===== src/rtl/wb_stage_if.sv =====
// Memory-stage to writeback-stage bus: the instruction handshake, the commit stall,
// the register-file write port, the forwarding copy and the retire report.
interface wb_stage_if #(
  parameter int unsigned XLEN  = 64,
  parameter int unsigned REG_W = 5
);

  // Upstream handshake and instruction payload
  logic             in_valid;
  logic             in_ready;
  logic [REG_W-1:0] in_rd;
  logic             in_rd_we;
  logic [2:0]       in_mem_op;
  logic [XLEN-1:0]  in_addr;
  logic [XLEN-1:0]  in_alu_result;
  logic [XLEN-1:0]  in_mem_rdata;
  logic [XLEN-1:0]  in_pc;

  // Commit port back-pressure
  logic             commit_stall;

  // Register file write port
  logic             write_en;
  logic [REG_W-1:0] reg_write_addr;
  logic [XLEN-1:0]  reg_write_data;

  // Forwarding copy of the pending write
  logic             fwd_valid;
  logic [REG_W-1:0] fwd_addr;
  logic [XLEN-1:0]  fwd_data;

  // Retire report
  logic             retire_valid;
  logic [XLEN-1:0]  retire_pc;
  logic [63:0]      retired_count;

  // Producer side: memory stage, commit logic and register file
  modport master (
    output in_valid, in_rd, in_rd_we, in_mem_op, in_addr,
           in_alu_result, in_mem_rdata, in_pc, commit_stall,
    input  in_ready, write_en, reg_write_addr, reg_write_data,
           fwd_valid, fwd_addr, fwd_data,
           retire_valid, retire_pc, retired_count
  );

  // Writeback stage side
  modport slave (
    input  in_valid, in_rd, in_rd_we, in_mem_op, in_addr,
           in_alu_result, in_mem_rdata, in_pc, commit_stall,
    output in_ready, write_en, reg_write_addr, reg_write_data,
           fwd_valid, fwd_addr, fwd_data,
           retire_valid, retire_pc, retired_count
  );

endinterface


===== src/rtl/wb_stage.sv =====
// Writeback stage: one pipeline register holding a completed instruction,
// load-data extraction/extension, register-file write port with x0 suppression,
// forwarding copy of the pending write and a 64-bit retired-instruction counter.
module wb_stage #(
  parameter int unsigned XLEN  = 64,
  parameter int unsigned REG_W = 5
) (
  input logic    clk,
  input logic    rst,
  wb_stage_if.slave bus
);

  localparam int unsigned CNT_W = 64;
  localparam int unsigned OFF_W = 3;

  localparam logic [2:0] OP_ALU = 3'b000;
  localparam logic [2:0] OP_LB  = 3'b001;
  localparam logic [2:0] OP_LH  = 3'b010;
  localparam logic [2:0] OP_LW  = 3'b011;
  localparam logic [2:0] OP_LD  = 3'b100;
  localparam logic [2:0] OP_LBU = 3'b101;
  localparam logic [2:0] OP_LHU = 3'b110;
  localparam logic [2:0] OP_LWU = 3'b111;

  // WB pipeline register
  logic             valid_q;
  logic [REG_W-1:0] rd_q;
  logic             rd_we_q;
  logic [2:0]       mem_op_q;
  logic [OFF_W-1:0] addr_q;
  logic [XLEN-1:0]  alu_result_q;
  logic [XLEN-1:0]  mem_rdata_q;
  logic [XLEN-1:0]  pc_q;
  logic [CNT_W-1:0] retired_count_q;

  logic             capture_c;
  logic             retire_c;
  logic             rd_live_c;
  logic [XLEN-1:0]  lane_c;
  logic [XLEN-1:0]  result_c;

  // Only the byte offset within the aligned 8-byte word matters here
  logic unused_addr_hi;
  assign unused_addr_hi = ^bus.in_addr[XLEN-1:OFF_W];

  // Handshake and retire qualifiers
  always_comb begin
    bus.in_ready = 1'b1;
    capture_c    = 1'b0;
    retire_c     = 1'b0;
    rd_live_c    = 1'b0;
    bus.in_ready = !valid_q || !bus.commit_stall;
    capture_c    = bus.in_valid && bus.in_ready;
    retire_c     = valid_q && !bus.commit_stall;
    rd_live_c    = rd_we_q && (rd_q != '0);
  end

  // Valid flag: set on capture, cleared when the entry leaves without a replacement
  always_ff @(posedge clk or posedge rst) begin
    if (rst) begin
      valid_q <= 1'b0;
    end else if (capture_c) begin
      valid_q <= 1'b1;
    end else if (retire_c) begin
      valid_q <= 1'b0;
    end
  end

  // Payload fields latch on capture and hold otherwise
  always_ff @(posedge clk or posedge rst) begin
    if (rst) begin
      rd_q         <= '0;
      rd_we_q      <= 1'b0;
      mem_op_q     <= OP_ALU;
      addr_q       <= '0;
      alu_result_q <= '0;
      mem_rdata_q  <= '0;
      pc_q         <= '0;
    end else if (capture_c) begin
      rd_q         <= bus.in_rd;
      rd_we_q      <= bus.in_rd_we;
      mem_op_q     <= bus.in_mem_op;
      addr_q       <= bus.in_addr[OFF_W-1:0];
      alu_result_q <= bus.in_alu_result;
      mem_rdata_q  <= bus.in_mem_rdata;
      pc_q         <= bus.in_pc;
    end
  end

  // Retired-instruction counter, wraps naturally at 2^64
  always_ff @(posedge clk or posedge rst) begin
    if (rst) begin
      retired_count_q <= '0;
    end else if (retire_c) begin
      retired_count_q <= retired_count_q + CNT_W'(1);
    end
  end

  // Load lane extraction and sign/zero extension
  always_comb begin
    lane_c   = '0;
    result_c = '0;
    lane_c   = mem_rdata_q >> {addr_q, 3'b000};
    case (mem_op_q)
      OP_ALU:  result_c = alu_result_q;
      OP_LB:   result_c = {{(XLEN-8){lane_c[7]}},   lane_c[7:0]};
      OP_LH:   result_c = {{(XLEN-16){lane_c[15]}}, lane_c[15:0]};
      OP_LW:   result_c = {{(XLEN-32){lane_c[31]}}, lane_c[31:0]};
      OP_LD:   result_c = lane_c;
      OP_LBU:  result_c = XLEN'(lane_c[7:0]);
      OP_LHU:  result_c = XLEN'(lane_c[15:0]);
      OP_LWU:  result_c = XLEN'(lane_c[31:0]);
      default: result_c = alu_result_q;
    endcase
  end

  // Register file port, forwarding copy and retire report
  always_comb begin
    bus.write_en       = 1'b0;
    bus.reg_write_addr = '0;
    bus.reg_write_data = '0;
    bus.fwd_valid      = 1'b0;
    bus.fwd_addr       = '0;
    bus.fwd_data       = '0;
    bus.retire_valid   = 1'b0;
    bus.retire_pc      = '0;
    bus.retired_count  = retired_count_q;

    bus.write_en     = retire_c && rd_live_c;
    bus.retire_valid = retire_c;
    if (valid_q) begin
      bus.reg_write_addr = rd_q;
      bus.reg_write_data = result_c;
    end
    if (retire_c) begin
      bus.retire_pc = pc_q;
    end
    // Forwarding stays live while the entry is stalled
    bus.fwd_valid = valid_q && rd_live_c;
    bus.fwd_addr  = rd_q;
    bus.fwd_data  = result_c;
  end

endmodule


===== src/flat_wrapper.sv =====
// flat-port wrapper written by rule: the top's interface ports become plain ports
module wb_stage_flat 
#(
  parameter int unsigned XLEN  = 64,
  parameter int unsigned REG_W = 5
)
  (clk, rst, bus_in_valid, bus_in_rd, bus_in_rd_we, bus_in_mem_op, bus_in_addr, bus_in_alu_result, bus_in_mem_rdata, bus_in_pc, bus_commit_stall, bus_in_ready, bus_write_en, bus_reg_write_addr, bus_reg_write_data, bus_fwd_valid, bus_fwd_addr, bus_fwd_data, bus_retire_valid, bus_retire_pc, bus_retired_count);
  wb_stage_if #(.XLEN(XLEN), .REG_W(REG_W)) bus_i ();
  input logic clk;
  input logic rst;
  input wire logic [$bits(bus_i.in_valid)-1:0] bus_in_valid;
  input wire logic [$bits(bus_i.in_rd)-1:0] bus_in_rd;
  input wire logic [$bits(bus_i.in_rd_we)-1:0] bus_in_rd_we;
  input wire logic [$bits(bus_i.in_mem_op)-1:0] bus_in_mem_op;
  input wire logic [$bits(bus_i.in_addr)-1:0] bus_in_addr;
  input wire logic [$bits(bus_i.in_alu_result)-1:0] bus_in_alu_result;
  input wire logic [$bits(bus_i.in_mem_rdata)-1:0] bus_in_mem_rdata;
  input wire logic [$bits(bus_i.in_pc)-1:0] bus_in_pc;
  input wire logic [$bits(bus_i.commit_stall)-1:0] bus_commit_stall;
  output wire logic [$bits(bus_i.in_ready)-1:0] bus_in_ready;
  output wire logic [$bits(bus_i.write_en)-1:0] bus_write_en;
  output wire logic [$bits(bus_i.reg_write_addr)-1:0] bus_reg_write_addr;
  output wire logic [$bits(bus_i.reg_write_data)-1:0] bus_reg_write_data;
  output wire logic [$bits(bus_i.fwd_valid)-1:0] bus_fwd_valid;
  output wire logic [$bits(bus_i.fwd_addr)-1:0] bus_fwd_addr;
  output wire logic [$bits(bus_i.fwd_data)-1:0] bus_fwd_data;
  output wire logic [$bits(bus_i.retire_valid)-1:0] bus_retire_valid;
  output wire logic [$bits(bus_i.retire_pc)-1:0] bus_retire_pc;
  output wire logic [$bits(bus_i.retired_count)-1:0] bus_retired_count;
  assign bus_i.in_valid = bus_in_valid;
  assign bus_i.in_rd = bus_in_rd;
  assign bus_i.in_rd_we = bus_in_rd_we;
  assign bus_i.in_mem_op = bus_in_mem_op;
  assign bus_i.in_addr = bus_in_addr;
  assign bus_i.in_alu_result = bus_in_alu_result;
  assign bus_i.in_mem_rdata = bus_in_mem_rdata;
  assign bus_i.in_pc = bus_in_pc;
  assign bus_i.commit_stall = bus_commit_stall;
  assign bus_in_ready = bus_i.in_ready;
  assign bus_write_en = bus_i.write_en;
  assign bus_reg_write_addr = bus_i.reg_write_addr;
  assign bus_reg_write_data = bus_i.reg_write_data;
  assign bus_fwd_valid = bus_i.fwd_valid;
  assign bus_fwd_addr = bus_i.fwd_addr;
  assign bus_fwd_data = bus_i.fwd_data;
  assign bus_retire_valid = bus_i.retire_valid;
  assign bus_retire_pc = bus_i.retire_pc;
  assign bus_retired_count = bus_i.retired_count;
  wb_stage #(.XLEN(XLEN), .REG_W(REG_W)) u_core (.clk(clk), .rst(rst), .bus(bus_i));
endmodule

===== config.mk =====
export PLATFORM = sky130hd
export DESIGN_NAME = wb_stage_flat
export DESIGN_NICKNAME = d
export VERILOG_FILES = /design/src/rtl/wb_stage_if.sv /design/src/rtl/wb_stage.sv /design/src/flat_wrapper.sv
export SDC_FILE = /design/constraint.sdc
export NUM_CORES = 1
export LEC_CHECK = 0
export BUFFER_PORTS_ARGS = -buffer_cell sky130_fd_sc_hd__clkbuf_2
export CORE_AREA = 4 4 206 208
export DETAILED_ROUTE_END_ITERATION = 16
export DIE_AREA = 0 0 210 212
export SLEW_MARGIN = 20
export SYNTH_ARGS = -nofsm -noshare
export SYNTH_HDL_FRONTEND = slang
export SYNTH_SLANG_ARGS = --single-unit

===== constraint.sdc =====
create_clock -name clk -period 17.2 [get_ports clk]
set_input_delay 3.44 -clock clk [delete_from_list [all_inputs] [get_ports clk]]
set_output_delay 3.44 -clock clk [all_outputs]
set_load 0.005 [all_outputs]

[Word-level counts from Yosys, hierarchy flattened]
Cells that the tools add are included.
Storage, ports and cells
  bits in registers: 269
  bits of input ports: 269
  logic and storage cells: 35
Cells by class
  add/subtract/negate cells: 1
  equal/unequal tests: 7
  shift operators: 1
  muxes and demuxes: 6
  reduce and logical (&&, ||, !) cells: 11
Operator list (count)
  case mux 64 bit (8 select lines): 1
  two-way mux 64 bit: 2
  adder 64 x 1 -> 64 bit, second input constant: 1
  right shift 64 x 6 -> 64 bit: 1
  == test 3 bit, second input constant: 4
  == test 3 x 2 -> 1 bit, second input constant: 2
  logical AND 1 bit: 5
  two-way mux 5 bit: 1
  nonzero test 5 bit: 1
  == test 3 x 1 -> 1 bit, second input constant: 1
  logical NOT 3 bit: 1
  logical NOT 1 bit: 2
  two-way mux 1 bit: 2
  nonzero test 2 bit: 1
  logical OR 1 bit: 1

[Longest topological paths before layout]
  word-level depth: 4
  mapped depth: 9
  mapped depth without buffers: 6

[Least setup slack after synthesis]
OpenSTA, ideal clock, no wires.
  path kind: input-to-output
  start point: input port bus_commit_stall
  end point: output port bus_retire_pc[55]
  arrival time: 4.176 ns
  setup slack: 9.584 ns
  stages on the path: 4
  buffers on the path: 2
  cell sequence: nor2b_1 > clkbuf_1 > clkbuf_1 > and2_1
On the way
  word-level cells in the longest chain between the ends: 3
RTL lines
  start, declared: RTL line flat_wrapper.sv:19  | input wire logic [$bits(bus_i.commit_stall)-1:0] bus_commit_stall;
  logical NOT 1 bit: RTL line wb_stage.sv:54  | retire_c = valid_q && !bus.commit_stall;
  logical AND 1 bit: RTL line wb_stage.sv:54
  net bus_retire_valid: RTL line flat_wrapper.sv:27  | output wire logic [$bits(bus_i.retire_valid)-1:0] bus_retire_valid;
  two-way mux 64 bit: RTL line wb_stage.sv:135  | if (retire_c) begin
  end, declared: RTL line flat_wrapper.sv:28  | output wire logic [$bits(bus_i.retire_pc)-1:0] bus_retire_pc;
The timed path passes the listed nets, and every way through them passes these cells.

[Worst setup path after layout]
  start point: input port bus_commit_stall
  end point: output port bus_retire_pc[42]
On the way
  word-level cells in the longest chain between the ends: 3
RTL lines (RTL line)
  logical NOT 1 bit: wb_stage.sv:54
  logical AND 1 bit: wb_stage.sv:54
  two-way mux 64 bit: wb_stage.sv:135
Every way passes these cells.

==> results.ini <==
[status]
run_status=finished clean

[finish]
post-route-cell-area_sq_um=18300
area_of_the_multi_input_gates_sq_um=7170
final_util=0.452
fill_cells=3919
post_route_cells_drive_above_1_share=0.453
ff_latch_area_sq_um=6740
instances_no_fill=2303
area_delta_synth_final_pct=27.8
final_net_count=2011

[power]
post-layout-total-power_mw=2.11
vdd_ir_drop_max_mv=0.0848
pwr-share-clk=0.350
netSwitchingFraction=0.327
power.internal_mw=1.42
power.density_nw_per_um2=115
comb_power_share=0.280
pwr-share-seq=0.370
power_leakage_nw=8.53
total_switching_power_mw=0.687

[logic_synthesis]
synthesis_stage_register_bit_count=269
synth-edff-count=0
syn-mean-instance-area_sq_um=11.0
synth-main-ff-cell=sky130_fd_sc_hd__dfrtp_1
post_synth_inst_count=1301
ys_types=63
synth.yosys.seq_area_share=0.470
synth-warning-count=0
synth_fp_nets=1571
post_synthesis_cell_area_sq_um=14300
proportion_of_synthesized_flip_flops_having_asynchronous_set_or_reset=1.00

[die]
chipWidth_microns=210
die_area_sq_um=44500
std_cell_rows=74
die_height_microns=212
floorplan.io_pins=539
initial_utilization=0.353
fp.coreArea_sq_um=40600

[cts]
cts_hold_buffers=0
post_cts_buffers=0
cts-resized-gates=0
number_of_buffers_created_by_cts=35
cts_root_buffer=sky130_fd_sc_hd__clkbuf_16
cts_tree=built
cts_max_path_buffers=3
clock-sinks=269
worst_skew_late_latency_ns=0.53
cts_max_level=2
register_clock_pin_slew_on_the_reported_worst_setup_and_hold_paths_ns=0.06

[global_route]
global_route_wire_length_before_repair_microns=76200
first_global_vias=12100
antenna_found_initial=8
overflow=0
global_route.usage.total=0.223
maximum_number_of_pins_on_one_net_before_global_route_repair=183

[worst_setup_path]
timing.critical_path.fanout_max=48
start_of_the_worst_register_to_register_path=u_core.valid_q$_DFFE_PP0P_
critPathArrivalTime_ns=4.64
required_ns=13.76
crit_type=in -> out
timing.critical_path.from_type=input port
worstSetupEndpointType=primary output
cp-startpoint=bus_commit_stall

[placed_design]
placed_cells=2236
placement.setup.worst_slack_ns=9.11
postPlaceCellArea_sq_um=17200
detailedPlacementHpwl_microns=39300
gpl_congestion=0.870
port_buffer_count=477

[timing]
tightestPinTransition_ns=1.18
totalNegativeSetupSlack_ns=0
final.hold.worst_slack_ns=0.467
timing.final.ws_setup_ns=9.12
maxSlewHeadroom=0.210
final_max_slew_viol_count=0
final-setup-viol-count=0
post-route-period-util=0.470
rsz0062_at_grt=false
fmax_mhz=124
worst_setup_skew_after_layout_ns=0.0210
fin_crit_ns=8.08
final_hold_violation_count=0

[route]
drt_pass1_iterations=5
wirelength_routed_microns=51700
route.antenna.remaining_nets=0
route.vias.total=12100
wire_per_inst_microns=22.5
post-route-drc-count=0
vias_per_cell=5.27
dr.first_iter.drc_count=999

[worst_hold_path]
min_from=u_core.bus.retired_count[63]$_DFFE_PP0P_
hold_path.class=reg -> reg

[job]
cap_viol_max_count=0

## metal layers
metal | global-route usage | vias to the layer above | part of all wire
met5 | 0 | - | 0.00056
met4 | 0.0767 | 6 | 0.027
met3 | 0.0729 | 80 | 0.095
met2 | 0.349 | 522 | 0.47
met1 | 0.294 | 6014 | 0.41
li1 | - | 5521 | -
## power groups by stage
| stage | logic, mW | registers, mW | clock network, mW |
|---|---|---|---|
| 2_1_floorplan | 0.349 | 0.760 | 0 |
| 3_3_place_gp | 0.583 | 0.786 | 0 |
| 3_5_place_dp | 0.590 | 0.789 | 0 |
| 4_1_cts | 0.592 | 0.778 | 0.755 |
| 5_1_grt | 0.640 | 0.790 | 0.781 |
| 6_report | 0.589 | 0.779 | 0.736 |
## flip-flops by register name, indices dropped and copies added (netlist names)
| name | count |
|---|---|
| u_core.bus.fwd_addr | 5 |
| u_core.rd_we_q | 1 |
| u_core.mem_op_q | 3 |
| u_core.mem_rdata_q | 64 |
| u_core.pc_q | 64 |
| u_core.addr_q | 3 |
| u_core.bus.retired_count | 64 |
| u_core.valid_q | 1 |
| u_core.alu_result_q | 64 |
## cells in the mapped netlist, types with 2 or more instances
library cell / n / area [sq um]
sky130_fd_sc_hd__a31oi_4: 13 / 277
sky130_fd_sc_hd__dfrtp_1: 269 / 6730
sky130_fd_sc_hd__or3b_2: 2 / 17.5
sky130_fd_sc_hd__mux2i_1: 47 / 470
sky130_fd_sc_hd__o21a_1: 8 / 60.1
sky130_fd_sc_hd__nor2b_1: 12 / 75.1
sky130_fd_sc_hd__and3_1: 7 / 43.8
sky130_fd_sc_hd__nor3_1: 33 / 165
sky130_fd_sc_hd__inv_1: 10 / 37.5
sky130_fd_sc_hd__or2_2: 2 / 12.5
sky130_fd_sc_hd__buf_2: 30 / 150
sky130_fd_sc_hd__o2bb2ai_1: 10 / 87.6
sky130_fd_sc_hd__nand3b_1: 3 / 22.5
sky130_fd_sc_hd__nand3_1: 45 / 225
sky130_fd_sc_hd__buf_4: 2 / 15.0
sky130_fd_sc_hd__nor3b_1: 5 / 37.5
sky130_fd_sc_hd__and2_1: 95 / 594
sky130_fd_sc_hd__mux4_2: 7 / 158
sky130_fd_sc_hd__a31oi_1: 19 / 119
sky130_fd_sc_hd__a211oi_1: 24 / 180
sky130_fd_sc_hd__o21ai_0: 48 / 240
sky130_fd_sc_hd__xnor2_1: 38 / 333
sky130_fd_sc_hd__nor2_1: 97 / 364
sky130_fd_sc_hd__nand2_1: 78 / 293
sky130_fd_sc_hd__nand4_1: 18 / 113
sky130_fd_sc_hd__mux2_2: 205 / 2310
sky130_fd_sc_hd__a21oi_1: 13 / 65.1
sky130_fd_sc_hd__clkbuf_1: 50 / 188
sky130_fd_sc_hd__xor2_1: 25 / 219
sky130_fd_sc_hd__and2_0: 3 / 18.8
sky130_fd_sc_hd__and4_1: 6 / 52.6
sky130_fd_sc_hd__a2bb2oi_1: 4 / 35.0
sky130_fd_sc_hd__nand2b_1: 7 / 43.8
sky130_fd_sc_hd__buf_6: 3 / 33.8
sky130_fd_sc_hd__buf_1: 3 / 11.3
sky130_fd_sc_hd__nor4_1: 7 / 43.8
sky130_fd_sc_hd__or3_1: 4 / 25.0
sky130_fd_sc_hd__o22ai_1: 23 / 144
sky130_fd_sc_hd__nor4_4: 2 / 42.5
## area by class of cell
cell class                      count  area share
Clock buffer                       51      0.0555
Antenna cell                        4    0.000546
Inverter                           11     0.00266
Tap cell                          532      0.0363
Timing Repair Buffer              493       0.138
Multi-Input combinational cell    931       0.392
Clock inverter                     12     0.00738
Sequential cell                   269       0.368
## layout by cell type (no fill, tap or decap), types with 4 or more instances in the layout
master,Yosys,layout
sky130_fd_sc_hd__a211oi_1,24,24
sky130_fd_sc_hd__a21oi_1,13,13
sky130_fd_sc_hd__a2bb2oi_1,4,4
sky130_fd_sc_hd__a31oi_1,19,19
sky130_fd_sc_hd__a31oi_4,13,13
sky130_fd_sc_hd__and2_1,95,94
sky130_fd_sc_hd__and3_1,7,7
sky130_fd_sc_hd__and4_1,6,6
sky130_fd_sc_hd__buf_4,2,13
sky130_fd_sc_hd__clkbuf_1,50,9
sky130_fd_sc_hd__clkbuf_16,0,36
sky130_fd_sc_hd__clkbuf_2,0,477
sky130_fd_sc_hd__clkbuf_8,0,6
sky130_fd_sc_hd__clkinv_2,0,5
sky130_fd_sc_hd__dfrtp_1,269,266
sky130_fd_sc_hd__diode_2,0,4
sky130_fd_sc_hd__inv_1,10,9
sky130_fd_sc_hd__mux2_2,205,205
sky130_fd_sc_hd__mux2i_1,47,47
sky130_fd_sc_hd__mux4_2,7,7
sky130_fd_sc_hd__nand2_1,78,78
sky130_fd_sc_hd__nand2b_1,7,7
sky130_fd_sc_hd__nand3_1,45,44
sky130_fd_sc_hd__nand4_1,18,18
sky130_fd_sc_hd__nor2_1,97,97
sky130_fd_sc_hd__nor2b_1,12,11
sky130_fd_sc_hd__nor3_1,33,31
sky130_fd_sc_hd__nor3b_1,5,5
sky130_fd_sc_hd__nor4_1,7,6
sky130_fd_sc_hd__o21a_1,8,8
sky130_fd_sc_hd__o21ai_0,48,48
sky130_fd_sc_hd__o22ai_1,23,23
sky130_fd_sc_hd__o2bb2ai_1,10,10
sky130_fd_sc_hd__or3_1,4,4
sky130_fd_sc_hd__xnor2_1,38,38
sky130_fd_sc_hd__xor2_1,25,25
## kinds of logic after synthesis
group,Yosys count,share of synthesized area
mux,259,0.205
buf+inv,101,0.0331
fa+ha+maj,1,0.000873
xor+xnor,63,0.0385
flops,269,0.470
simple gates,438,0.162
compound gates,170,0.0914
## worst max-delay path, cell delays in order
cell and delay (ns):
sky130_fd_sc_hd__clkbuf_2 0.15, sky130_fd_sc_hd__nor2b_4 0.47, sky130_fd_sc_hd__buf_12 0.27, sky130_fd_sc_hd__and2_1 0.16, sky130_fd_sc_hd__clkbuf_2 0.12
## path summary, 6_finish.rpt
path | to | slack (ns) | depth (start not counted)
setup reg to reg | u_core.pc_q[46]$_DFFE_PP0P_ | 14.50 | 4
setup / recovery | bus_retire_pc[42] | 9.12 | 5
hold reg to reg | u_core.bus.retired_count[63]$_DFFE_PP0P_ | 0.47 | 1
max in group asynchronous | u_core.valid_q$_DFFE_PP0P_ | 12.66 | 3
hold / removal | u_core.bus.retired_count[63]$_DFFE_PP0P_ | 0.47 | 1
min in group asynchronous | u_core.pc_q[11]$_DFFE_PP0P_ | 2.99 | 2
Power figures use the tool's default switching activity.
